==> config.mk <==
export PLATFORM = sky130hd
export DESIGN_NAME = md_unit
export DESIGN_NICKNAME = d
export VERILOG_FILES = /design/src/rtl/md_unit.sv
export SDC_FILE = /design/constraint.sdc
export NUM_CORES = 1
export LEC_CHECK = 0
export ABC_AREA = 1
export CAP_MARGIN = 20
export CELL_PAD_IN_SITES_DETAIL_PLACEMENT = 1
export CELL_PAD_IN_SITES_GLOBAL_PLACEMENT = 1
export CORE_ASPECT_RATIO = 0.8
export CORE_MARGIN = 3
export CORE_UTILIZATION = 45
export DETAILED_ROUTE_END_ITERATION = 12
export PLACE_DENSITY = 0.93
export SYNTH_ARGS = -nofsm -noshare
export SYNTH_HDL_FRONTEND = slang
export SYNTH_SLANG_ARGS = --single-unit
==> constraint.sdc <==
create_clock -name clk -period 13.7 [get_ports clk]
set_input_delay 2.74 -clock clk [delete_from_list [all_inputs] [get_ports clk]]
set_output_delay 2.74 -clock clk [all_outputs]
set_load 0.05 [all_outputs]
==> src/rtl/md_unit.sv <==
// md_unit: iterative unsigned multiply/divide unit for the execute stage.
//
// One product (MUL/MULHU) or quotient/remainder (DIVU/REMU) per request.
// Each request occupies WIDTH+2 cycles: the IDLE launch cycle, WIDTH RUN
// iterations and one DONE cycle.
//
// Ports:
//   clk     rising-edge clock
//   reset   asynchronous active-high reset, returns the unit to IDLE
//   start   request, held high while the M-type instruction sits in EX
//   op      00 MUL, 01 MULHU, 10 DIVU, 11 REMU
//   a, b    operand A / dividend, operand B / divisor
//   result  registered result, valid with done, held until the next launch
//   busy    high while iterating (RUN)
//   done    one-cycle pulse in DONE
//   stall   combinational freeze for the upstream pipeline (enable = ~stall)
//
// State table:
//   IDLE | waiting for start; latches operands on launch
//   RUN  | one shift-add / restoring-divide iteration per cycle
//   DONE | result valid, pipeline advances; start is ignored here

module md_unit #(
    parameter int WIDTH = 32
) (
    input  logic             clk,
    input  logic             reset,
    input  logic             start,
    input  logic [1:0]       op,
    input  logic [WIDTH-1:0] a,
    input  logic [WIDTH-1:0] b,
    output logic [WIDTH-1:0] result,
    output logic             busy,
    output logic             done,
    output logic             stall
);

    localparam int CW = (WIDTH > 2) ? $clog2(WIDTH) : 1;
    localparam logic [CW-1:0] CNT_LAST = CW'(WIDTH - 1);

    typedef enum logic [1:0] {
        IDLE = 2'd0,
        RUN  = 2'd1,
        DONE = 2'd2
    } state_t;

    state_t state, state_nxt;

    logic [CW-1:0]    cnt;
    logic [1:0]       op_q;
    logic [WIDTH-1:0] mcand;
    logic [WIDTH-1:0] prod_hi;
    logic [WIDTH-1:0] prod_lo;
    logic [WIDTH-1:0] divisor;
    logic [WIDTH-1:0] quot;
    logic [WIDTH-1:0] rem;
    logic [WIDTH-1:0] result_q;

    logic             launch;
    logic             last;

    // Multiply iteration: the multiplier lives in prod_lo and is consumed
    // LSB-first while the product grows into the upper half.
    logic [WIDTH:0]   mul_sum;
    logic [WIDTH-1:0] prod_hi_nxt;
    logic [WIDTH-1:0] prod_lo_nxt;

    // Divide iteration: the dividend lives in quot and is consumed MSB-first
    // while quotient bits are shifted in at the bottom.
    logic [WIDTH:0]   div_shift;
    logic             div_ge;
    logic [WIDTH-1:0] div_diff;
    logic [WIDTH-1:0] rem_nxt;
    logic [WIDTH-1:0] quot_nxt;

    logic [WIDTH-1:0] sel_result;

    assign launch = (state == IDLE) && start;
    assign last   = (cnt == CNT_LAST);

    always_comb begin
        mul_sum     = {1'b0, prod_hi} + (prod_lo[0] ? {1'b0, mcand} : '0);
        prod_hi_nxt = mul_sum[WIDTH:1];
        prod_lo_nxt = {mul_sum[0], prod_lo[WIDTH-1:1]};
    end

    // The remainder is always below the divisor (or a prefix of the dividend
    // when dividing by zero), so the W-bit modulo difference is exact when
    // the full-width compare says the subtraction is non-negative.
    always_comb begin
        div_shift = {rem, quot[WIDTH-1]};
        div_ge    = div_shift >= {1'b0, divisor};
        div_diff  = div_shift[WIDTH-1:0] - divisor;
        rem_nxt   = div_ge ? div_diff : div_shift[WIDTH-1:0];
        quot_nxt  = {quot[WIDTH-2:0], div_ge};
    end

    always_comb begin
        sel_result = prod_lo_nxt;
        unique case (op_q)
            2'b00:   sel_result = prod_lo_nxt;
            2'b01:   sel_result = prod_hi_nxt;
            2'b10:   sel_result = quot_nxt;
            default: sel_result = rem_nxt;
        endcase
    end

    always_ff @(posedge clk or posedge reset) begin
        if (reset) begin
            state <= IDLE;
        end else begin
            state <= state_nxt;
        end
    end

    always_comb begin
        state_nxt = state;
        busy      = 1'b0;
        done      = 1'b0;
        stall     = 1'b0;
        unique case (state)
            IDLE: begin
                stall = start;
                if (start) begin
                    state_nxt = RUN;
                end
            end
            RUN: begin
                busy  = 1'b1;
                stall = 1'b1;
                if (last) begin
                    state_nxt = DONE;
                end
            end
            DONE: begin
                done      = 1'b1;
                state_nxt = IDLE;
            end
            default: state_nxt = IDLE;
        endcase
    end

    always_ff @(posedge clk or posedge reset) begin
        if (reset) begin
            cnt      <= '0;
            op_q     <= '0;
            mcand    <= '0;
            prod_hi  <= '0;
            prod_lo  <= '0;
            divisor  <= '0;
            quot     <= '0;
            rem      <= '0;
            result_q <= '0;
        end else if (launch) begin
            cnt     <= '0;
            op_q    <= op;
            mcand   <= a;
            prod_hi <= '0;
            prod_lo <= b;
            divisor <= b;
            quot    <= a;
            rem     <= '0;
        end else if (state == RUN) begin
            prod_hi <= prod_hi_nxt;
            prod_lo <= prod_lo_nxt;
            quot    <= quot_nxt;
            rem     <= rem_nxt;
            if (last) begin
                cnt      <= '0;
                result_q <= sel_result;
            end else begin
                cnt <= cnt + 1'b1;
            end
        end
    end

    assign result = result_q;

endmodule

### After elaboration in Yosys (flattened, before gate mapping)

Cells that the tools add are included.

* flip-flop bits (word level): 233
* input bits: 69

* add/sub/neg operators: 3
* order comparisons: 1
* equality and inequality tests: 7
* muxes and demuxes: 20
* bitwise logic cells: 1
* reductions and logical operators: 6

Operators by type and width (count)
* $mux 32: 10
* $pmux 32 s3: 1
* $add 32x32->33: 1
* $ge 33x32->1: 1
* $sub 32x32->32: 1
* $mux 5: 3
* $add 5x1->5 const B: 1
* $eq 5x5->1 const B: 1
* $eq 2x1->1 const B: 2
* $eq 2x2->1 const B: 2
* $logic_not 2->1: 2
* $mux 2: 2
* $ne 2x2->1 const B: 2
* $pmux 2 s2: 1
* $reduce_and 3->1: 1
* $mux 1: 2
* $pmux 1 s2: 1
* $reduce_and 2->1: 1
* $reduce_bool 2->1: 1
* $logic_and 1x1->1: 1
* $not 1->1: 1

### Logic depth before layout (Yosys ltp)

* depth after elaboration: 4
* gate-level depth with buffers: 20
* depth with buffers taken out: 19

### Worst setup path after synthesis

No wires, ideal clock.

* kind: input port to output port
* start: input start
* end: output stall
* data arrival time: 3.657 ns
* data required time: 10.960 ns
* slack: 7.303 ns
* stages: 5
* path buffers: 1
* path through: nand2_1 -> nor2_1 -> nor2_1 -> inv_2 -> clkbuf_1

* cells in the longest elaborated chain, start to end: 1

RTL lines
* from (decl): line 28 `input logic start,`
* $pmux 1 s2: line 121 `unique case (state)`
* to (decl): line 35 `output logic stall`

No other way between the ends.

### Worst setup path in the final report

Ends and elaborated chain as after synthesis.

==> impl_results.md <==
* Status: finished, final reports clean
* Synth area leader: dfrtp_1
* Data required, critical path at roughly 11 ns
* Total GRT Usage at 32.0%
* Final period utilization at between 50 and 60%
* Worst-path maximum fanout at 2
* Final Wtd Congestion at 0.962
* Worst-Skew Late Latency at 0.54 ns
* Worst Hold Class: reg2reg
* Via density at 5.70
* DRT iter0 DRCs at between 1,000 and 1,500
* Global route total overflow at 0
* Initial antenna violation count at 0
* Chip Height at 171 um
* Slowest cell delay on critical path at 0.79 ns
* Cell area power density at 310 nW/um2
* Post-synthesis sequential area ratio at between 30% and 40%
* Relative slew slack at 34.0%
* Top_reg_cell synth: dfrtp_1
* Area Growth Syn to Fin at 15.0%
* Mapped cell area at 15,300 um2
* Crit path arrival time at ~4.4 ns
* CTS tree: yes
* Hold path cells at 2
* Vias at 15,751
* Vias in the first global route at about 16,000
* Post-DP Area at 16,700 um2
* Post-CTS sizing at 0
* Standard-cell rows at just under 60
* Antenna Nets Post-Route at 0
* Layout Skew at 0.0203 ns
* Kind of start point of the critical path: input pin
* TritonCTS Buffers at 24
* Worst Hold End: mcand[10]$_DFFE_PP0P_
* HP Start: mcand[10]$_DFFE_PP0P_
* FMAX at around 0.14 GHz
* Synth cell types at 42
* EDFF count, synth at 0
* Worst Max-Slew Pin Slew at 0.990 ns
* First-pass GRT wire length at 91.3 mm
* Fin area at 17,600 um2
* Max VDD drop at 0.231 mV
* Final Setup Violations at 0
* Yosys reg bits at 233
* CTS max path bufs at 3
* Post-Place Cells at 2,720
* Clk slew on worst S/H paths at about 0.070 ns
* Remaining DRCs at 0
* Largest net degree at the start of global routing at 87
* Synth warnings at 0
* Clock Tree Root: clkbuf_16
* Worst R2R Setup Slack at 10.33 ns
* Reg-to-reg startpoint: divisor[24]$_DFFE_PP0P_
* Leakage at 0.00960 uW
* Hpwl dp at 42.3 mm
* Crit path time final at 7.09 ns
* TNS Setup at 0 ns
* Crit-path cells: clkdlybuf4s50_1 > nand2_1 > nor2_4 > nor2_4 > inv_2 > clkdlybuf4s50_1
* FF-to-FF path depth at 12
* Delay-heaviest family, CP: buffers and inverters
* # H-tree levels at 1
* Yosys top cell area share at 38.2%
* # nets final at 2,457
* Mapped Avg Cell Area at between 6 and 7 um2
* Slowest CP cell: clkdlybuf4s50_1
* Clock sink count at 233
* DIE AREA at between 30,000 and 40,000 um2
* Maxcap violations at 0
* IO Count at 104
* Slew Viols, Final at 0
* Die Wd at roughly 210 um
* Starting density of the core at a little under half
* # diodes at 0
* RSZ-0062 raised after global routing: false
* WP buf/inv at 3
* Hold violation total from the final report at 0
* Mapped Nets at 2,388
* Post-Route WL at slightly below 60 mm
* Critical Path End Type: primary output
* CP Class: in2out
* Fillcell total at 4,296
* Synth async-reset ratio at 100%
* Hold_buf cts at 0
* Core Area at about 33,000 um2
* Gate Count Post-Synth at between 2,000 and 2,500
* Postcts setup bufs at 0
* # port buffers at 103
* Top post-synthesis cells by area: dfrtp_1 38%, nand2_1 22%, inv_1 9.3%
* Final Instance Count excl. Fillers at 2,764
* Worst R2R End: result[26]$_DFFE_PP0P_
* Wire length per cell at ~21 um
* Pre-antenna DRT Iters at 6
* Layout cells sized above 1 at between 4 and 5%
[Yosys cell counts (3+ instances only)]
| master | instances |
|---|---|
| nand3b_1 | 6 |
| o21ai_1 | 5 |
| inv_2 | 6 |
| ha_1 | 66 |
| buf_2 | 14 |
| a221oi_1 | 8 |
| o221ai_1 | 60 |
| inv_1 | 378 |
| clkbuf_1 | 48 |
| nand4_1 | 6 |
| a21oi_1 | 104 |
| nor2_2 | 6 |
| nand2_1 | 896 |
| and2_1 | 15 |
| xnor2_1 | 6 |
| nor3_1 | 15 |
| xor2_1 | 23 |
| dfrtp_1 | 233 |
| buf_1 | 11 |
| or2_2 | 4 |
| o21ai_2 | 4 |
| a22o_1 | 11 |
| nor2_1 | 85 |
| o21ai_0 | 45 |
| nand2_2 | 6 |
| o21bai_1 | 3 |
| a32o_1 | 9 |
| a21o_1 | 4 |
| nand3_1 | 154 |
[worst register-to-register path, cell delays in order (launching register included)]
cell	delay [ns]
dfrtp_1	0.33
inv_1	0.08
ha_1	0.42
nand2_1	0.15
nor2_1	0.29
inv_1	0.10
nor2_2	0.22
nand3_4	0.44
nand2_4	0.63
nand3_1	0.31
nand3_1	0.15
nand2_1	0.10
nand2_1	0.08
[flip-flops by register name (all words and copies together), names as in the netlist]
| register | flops |
|---|---|
| cnt | 5 |
| divisor | 32 |
| mcand | 32 |
| op_q | 2 |
| prod_hi | 32 |
| prod_lo | 32 |
| quot | 32 |
| rem | 32 |
| result | 32 |
| state | 2 |
[area by class of cell]
type                            instances  area [um2]  area share [%]
Clock buffer                           32         702            3.99
Tap cell                              427         534            3.04
Timing Repair Buffer                  119        1170            6.67
Sequential cell                       233        5830            33.2
Clock inverter                         11         170           0.968
Multi-Input combinational cell       1556        7710            43.9
Inverter                              386        1460            8.29
[how the worst max path moves through the flow]
| stage | start | to | slack (ns) | depth (start not counted) |
|---|---|---|---|---|
| finish | start | stall | 6.61 | 6 |
| global route | start | stall | 6.54 | 6 |
| CTS | start | stall | 6.60 | 6 |
| detailed placement | start | stall | 6.61 | 6 |
| global placement | start | stall | 6.63 | 6 |
| floorplan | reset | cnt[0]$_DFFE_PP0N_ | 4.57 | 1 |
[placed cells by master, fill, tap and decap left out, types with 15 or more instances in the layout]
cell             instances
nand2_1                894
inv_1                  377
dfrtp_1                233
nand3_1                154
a21oi_1                104
clkdlybuf4s50_1        103
nor2_1                  82
ha_1                    66
o221ai_1                60
o21ai_0                 45
clkbuf_16               25
xor2_1                  23
nor3_1                  15
and2_1                  15
buf_4                   15
[report_power, final]
group,switching (uW),internal (uW)
logic,2350,1100
clock network,308,437
registers,224,1030
[kinds of logic after synthesis]
kind of cell / synth area share (%)
AOI/OAI and AO/OA: 11.1
adders and majority gates: 5.67
and+or+nand+nor: 31.8
buffers and inverters: 11.6
DFF: 38.2
xor gates and xnor gates: 1.66
[per-layer routing]
metal / track usage, % / wire, um / up-vias
li1: - / - / 7185
met1: 43.3 / 25400 / 7821
met2: 53.3 / 27100 / 600
met3: 4.27 / 3450 / 145
met4: 10.9 / 2370 / 0
met5: 0 / 0 / -
[stage by stage]
| stage | total power (uW) | setup slack [ns] | utilization [%] | hold WS, ns |
|---|---|---|---|---|
| 2_1_floorplan | 3570 | 4.57 | - | 0.442 |
| 3_3_place_gp | 4350 | 6.63 | 50.5 | 0.456 |
| 3_5_place_dp | 4570 | 6.61 | 50.5 | 0.461 |
| 4_1_cts | 5380 | 6.60 | 53.2 | 0.477 |
| 5_1_grt | 5870 | 6.54 | 53.2 | 0.499 |
| 6_report | 5440 | 6.61 | 53.2 | 0.477 |
Power figures use the tool's default switching activity.
